<file path="src/rtl/life_engine.sv">
// life_engine: Conway Game-of-Life engine over a ROWS x COLS grid.
// Loads a seed, then advances generations either on a single step or by
// free-running at one generation per TICK_DIV clocks. It halts itself once
// a generation leaves the grid unchanged.
// Optional feature macro: LIFE_WRAP_EN (toroidal neighbour lookup).
// When it is undefined, cells outside the grid count as dead.

module life_engine #(
    parameter int unsigned ROWS     = 8,
    parameter int unsigned COLS     = 8,
    parameter int unsigned GEN_W    = 16,
    parameter int unsigned TICK_DIV = 1
) (
    input  logic                 clk,
    input  logic                 reset,
    input  logic                 load,
    input  logic [ROWS*COLS-1:0] seed,
    input  logic                 step,
    input  logic                 run,
    output logic [ROWS*COLS-1:0] grid_o,
    output logic [GEN_W-1:0]     gen_o,
    output logic [1:0]           state_o,
    output logic                 extinct_o
);

    localparam int unsigned N      = ROWS * COLS;
    localparam int unsigned IDX_W  = $clog2(N);
    localparam int unsigned TICK_W = (TICK_DIV > 1) ? $clog2(TICK_DIV) : 1;

    typedef enum logic [1:0] {
        EMPTY = 2'd0,
        PAUSE = 2'd1,
        RUN   = 2'd2,
        HALT  = 2'd3
    } state_t;

    state_t            state;
    logic [TICK_W-1:0] tick;
    logic [N-1:0]      nxt;
    logic              changed;

    // Contribution of one neighbour: 1 if it is in range and alive.
    function automatic logic [3:0] live(input logic [N-1:0] g, input logic ok,
                                        input int unsigned rr, input int unsigned cc);
        return ok ? {3'b000, g[IDX_W'(rr * COLS + cc)]} : 4'd0;
    endfunction

    // Next generation: count the live neighbours of each cell and apply the B3/S23 rule.
    always_comb begin
        int unsigned rn, rs, cw, ce;
        logic        vn, vs, vw, ve;
        logic [3:0]  cnt;
        nxt = '0;
        for (int unsigned r = 0; r < ROWS; r++) begin
            for (int unsigned c = 0; c < COLS; c++) begin
                // The neighbour indices always wrap, so every lookup stays in range.
                // Without wrap, the valid flags mask off the out-of-grid neighbours.
                rn = (r == 0)        ? ROWS - 1 : r - 1;
                rs = (r == ROWS - 1) ? 0        : r + 1;
                cw = (c == 0)        ? COLS - 1 : c - 1;
                ce = (c == COLS - 1) ? 0        : c + 1;
`ifdef LIFE_WRAP_EN
                vn = 1'b1;
                vs = 1'b1;
                vw = 1'b1;
                ve = 1'b1;
`else
                vn = (r != 0);
                vs = (r != ROWS - 1);
                vw = (c != 0);
                ve = (c != COLS - 1);
`endif
                cnt = live(grid_o, vn & vw, rn, cw) + live(grid_o, vn, rn, c)
                    + live(grid_o, vn & ve, rn, ce) + live(grid_o, vw, r, cw)
                    + live(grid_o, ve, r, ce)       + live(grid_o, vs & vw, rs, cw)
                    + live(grid_o, vs, rs, c)       + live(grid_o, vs & ve, rs, ce);
                nxt[IDX_W'(r * COLS + c)] = (cnt == 4'd3) |
                                            (grid_o[IDX_W'(r * COLS + c)] & (cnt == 4'd2));
            end
        end
    end

    // Flag whether an update would alter the grid; a stable grid means halt.
    always_comb begin
        changed = (nxt != grid_o);
    end

    // Control FSM with grid, generation and tick registers. Priority is reset > load > step/run.
    always_ff @(posedge clk) begin
        if (reset) begin
            grid_o <= '0;
            gen_o  <= '0;
            tick   <= '0;
            state  <= EMPTY;
        end else if (load) begin
            grid_o <= seed;
            gen_o  <= '0;
            tick   <= '0;
            state  <= PAUSE;
        end else begin
            case (state)
                PAUSE: begin
                    if (step) begin
                        if (changed) begin
                            grid_o <= nxt;
                            gen_o  <= gen_o + GEN_W'(1);
                        end else begin
                            state <= HALT;
                        end
                    end else if (run) begin
                        state <= RUN;
                        tick  <= '0;
                    end
                end
                RUN: begin
                    if (!run) begin
                        state <= PAUSE;
                        tick  <= '0;
                    end else if (tick == TICK_W'(TICK_DIV - 1)) begin
                        tick <= '0;
                        if (changed) begin
                            grid_o <= nxt;
                            gen_o  <= gen_o + GEN_W'(1);
                        end else begin
                            state <= HALT;
                        end
                    end else begin
                        tick <= tick + TICK_W'(1);
                    end
                end
                default: begin
                    // EMPTY and HALT ignore step and run; only load or reset leaves them.
                end
            endcase
        end
    end

    // Drive the status outputs straight from the grid and state registers.
    always_comb begin
        state_o   = state;
        extinct_o = (grid_o == '0);
    end

endmodule

</file>
<file path="config.mk">
export PLATFORM = sky130hd
export DESIGN_NAME = life_engine
export DESIGN_NICKNAME = d
export VERILOG_FILES = /design/src/rtl/life_engine.sv
export SDC_FILE = /design/constraint.sdc
export NUM_CORES = 1
export LEC_CHECK = 0
export BUFFER_PORTS_ARGS = -buffer_cell sky130_fd_sc_hd__buf_2
export CAP_MARGIN = 20
export CORE_MARGIN = 2
export CORE_UTILIZATION = 45
export CTS_CLUSTER_SIZE = 12
export DETAILED_ROUTE_END_ITERATION = 8
export PLACE_DENSITY = 0.75
export SLEW_MARGIN = 20
export SYNTH_ARGS = -nofsm -noshare
export SYNTH_HDL_FRONTEND = slang
export SYNTH_SLANG_ARGS = --single-unit
export TNS_END_PERCENT = 100
</file>
<file path="constraint.sdc">
create_clock -name clk -period 4.6 [get_ports clk]
set_input_delay 0.92 -clock clk [delete_from_list [all_inputs] [get_ports clk]]
set_output_delay 0.92 -clock clk [all_outputs]
set_load 0.05 [all_outputs]
</file>
==> impl_metrics.json <==
{
  "drc": 0,
  "worst_slew_pin_slew_ns": 1.21,
  "finClkSkew_ns": 0.00797,
  "dpl.hpwl_um": 48500,
  "gr-total-overflow": 0,
  "antenna_found_initial": 1,
  "die_x_um": 183,
  "final_area_um2": 19900,
  "routedWlPerCell_um": 24.2,
  "worst-path-max-fanout": 12,
  "cts_tree": "done",
  "worstPathCellList": "clkinvlp_4 > fa_1 > fa_1 > fa_1 > inv_1 > ha_2 > fa_1 > or3b_1 > o211ai_1 > buf_4 > nand2_2 > a211oi_2 > nand4_1 > nor4_4 > and4_4 > buf_12 > nor2_4 > buf_12 > a311oi_2",
  "drive_gt1_share_pct": 33.6,
  "yosysUniqueCellTypes": 72,
  "slowest_stage": "fa_1",
  "reg2reg_setup_slack_ns": -0.62,
  "max-slew-margin-rel_pct": 19.3,
  "tns_ns": -42.00,
  "endpoint": "grid_o[44]$_SDFFE_PP0P_",
  "ant_nets": 0,
  "worstHoldPathType": "reg -> reg",
  "start_util_pct": 45.6,
  "cp.arrival_ns": 5.49,
  "rr_startpoint": "grid_o[10]$_SDFFE_PP0P_",
  "clockBufferDepth": 2,
  "drt-total-wl_um": 61800,
  "syn_inst": 1674,
  "p_leak_nw": 9.75,
  "critPathMaxStageDelay_ns": 0.56,
  "critPathLaunch": "grid_o[10]$_SDFFE_PP0P_",
  "hold_buffers": 0,
  "io_buffers": 151,
  "critPathMostFrequentCell": "fa_1",
  "cts_root_buffer": "clkbuf_16",
  "violations": "negative setup slack",
  "cellPowerDensity_nw_per_um2": 454,
  "yosysMostFrequentCell": "inv_1",
  "cap_viol_max_count": 0,
  "grt_pass1_wl_um": 93500,
  "yosysSeqAreaShare_pct": 11.4,
  "synth_flop_cell": "dfxtp_1",
  "holdWs_ns": 0.480,
  "syn_nets": 2104,
  "placed_area_um2": 18300,
  "grt_pass1_vias": 16204,
  "die-area_um2": 33400,
  "rsz0062_at_grt": "true",
  "cts_sinks": 82,
  "synthArstFlopShare_pct": 0,
  "io_pins": 152,
  "viasPerCell": 6.17,
  "reg2reg_depth": 19,
  "worstPathRequired_ns": 4.88,
  "first_pass_iters": 5,
  "slew_violations": 0,
  "fmax_ghz": 0.192,
  "crit_type": "reg -> reg",
  "status": "finished, violations left",
  "areaGrowthSynthToFinish_pct": 38.2,
  "synth_common_cells": "inv_1 (305), fa_1 (196), ha_1 (165)",
  "cp-start-kind": "flop",
  "rows": 65,
  "worst_setup_path_end_kind": "flop",
  "synth_area_um2": 14400,
  "synth_top_area_share_pct": 27.3,
  "syn_avg_cell_area_um2": 8.60,
  "r2r-end": "grid_o[44]$_SDFFE_PP0P_",
  "clkLatencyLatePin_ns": 0.38,
  "grtUsageTotal_pct": 37.1,
  "core_area_um2": 31600,
  "fp.dieH_um": 183,
  "cts_made_buffers": 9,
  "p_total_mw": 9.03,
  "ys_seq_elements": 82,
  "finalSetupViolCount": 81,
  "setup_ws_ns": -0.616,
  "fin_crit_ns": 5.22,
  "grt_max_degree": 75,
  "post-route-period-util_pct": 113,
  "ys_warn_count": 0,
  "cts_max_level": 3,
  "antennaDiodeCount": 0,
  "ys_top_cells_by_area": "fa_1 (27%), ha_1 (14%), dfxtp_1 (11%), inv_1 (8.0%), nand4_1 (3.0%)",
  "ir_drop_mv": 0.252,
  "hold_violations": 0,
  "drt_iter0_markers": 1417,
  "gp_congestion": 1.02,
  "vias": 15775,
  "cts.clk_slew.worst_paths_ns": 0.07,
  "finish.net_count": 2581,
  "synth_top_area_cell": "fa_1",
  "synth_edf_count": 0
}
## repair_timing
item                       4_1_cts  5_1_grt
cloned                           4        1
setup buffers                   19        5
setup endpoints to repair       82       82
hold endpoints to repair         0        0
pin swaps                       29       34
resized for setup              106       85
## worst min-delay path by stage
stage | start | endpoint | slack [ns] | cells after the start
detailed placement | gen_o[15]$_SDFFE_PP0P_ | gen_o[15]$_SDFFE_PP0P_ | 0.48 | 2
CTS | gen_o[15]$_SDFFE_PP0P_ | gen_o[15]$_SDFFE_PP0P_ | 0.48 | 2
global placement | gen_o[15]$_SDFFE_PP0P_ | gen_o[15]$_SDFFE_PP0P_ | 0.45 | 2
global route | gen_o[15]$_SDFFE_PP0P_ | gen_o[15]$_SDFFE_PP0P_ | 0.52 | 2
finish | gen_o[15]$_SDFFE_PP0P_ | gen_o[15]$_SDFFE_PP0P_ | 0.48 | 2
floorplan | grid_o[6]$_SDFFE_PP0P_ | grid_o[6]$_SDFFE_PP0P_ | 0.60 | 2
## per-layer routing
| layer | vias up | GRT usage, % | routed length (um) |
|---|---|---|---|
| met4 | 2 | 18.8 | 3400 |
| met5 | - | 0 | 11 |
| met1 | 7638 | 47.5 | 23900 |
| met3 | 249 | 8.06 | 6340 |
| met2 | 1005 | 59.4 | 28100 |
| li1 | 6881 | - | - |
## layout by cell type, fill, tap and decap left out, drive strengths merged, types with 7 or more instances in the layout
cell and instances:
o21ai 62, o211ai 7, or4 13, nand3b 10, a2111oi 12, a221oi 32
o31ai 20, nor3 22, a21oi 58, and4 8, and3 15, inv 296
fa 196, or3 16, ha 165, nor2 102, buf 520, nor3b 27
nand2 95, nand2b 29, a311oi 30, nor4 27, dfxtp 82, nand4 69
nor2b 14, a211oi 18, nand3 41, clkinvlp 11, clkbuf 14, mux2i 13
a31oi 26, nor4bb 10, o21bai 13
## flip-flops by register name (all words and copies together), names as in the netlist
| register | cells |
|---|---|
| gen_o | 16 |
| grid_o | 64 |
| state_o | 2 |
## critical path, delay by kind of cell, from the launching register on
family / cells / cell delay (ns)
adder cells (fa/ha/maj): 5 / 2.22
AND/OR/NAND/NOR: 6 / 1.31
buffers and inverters: 5 / 0.65
AO/OA/AOI/OAI: 3 / 0.57
flip-flops: 1 / 0.37
## power breakdown
part / switching [mW] / internal [mW]
Sequential: 0.0479 / 0.787
Clock: 0.365 / 0.485
Combinational: 4.16 / 3.18
Total: 4.57 / 4.45
## final cells by class
type                       count  area [um2]
clock buffer                  13         282
clock inverter                 3        43.8
fill                        2595       11700
inverter                     305        1180
multi-input combinational   1232       12300
sequential                    82        1730
tap                          402         503
timing repair buffer         521        3850
## cells by family (layout without fill, tap and decap cells)
kind of cell             after synthesis  count (layout)  synth area share, %
AO/OA/AOI/OAI                        332             332                 16.2
AND/OR/NAND/NOR                      526             526                 20.2
multiplexers                          13              13                0.904
buffers and inverters                360             842                 9.61
flip-flops                            82              82                 11.4
adder cells (fa/ha/maj)              361             361                 41.6
## through the flow
stage | instances | setup slack [ns] | util [%]
3_3_place_gp | 2514 | -0.582 | 58.0
2_1_floorplan | 1674 | -0.428 | -
3_5_place_dp | 2516 | -0.699 | 58.1
6_report | 2558 | -0.616 | 63.0
5_1_grt | 2558 | -0.770 | 63.0
4_1_cts | 2555 | -0.517 | 61.7
No activity file was read; power rests on OpenSTA's default activity.
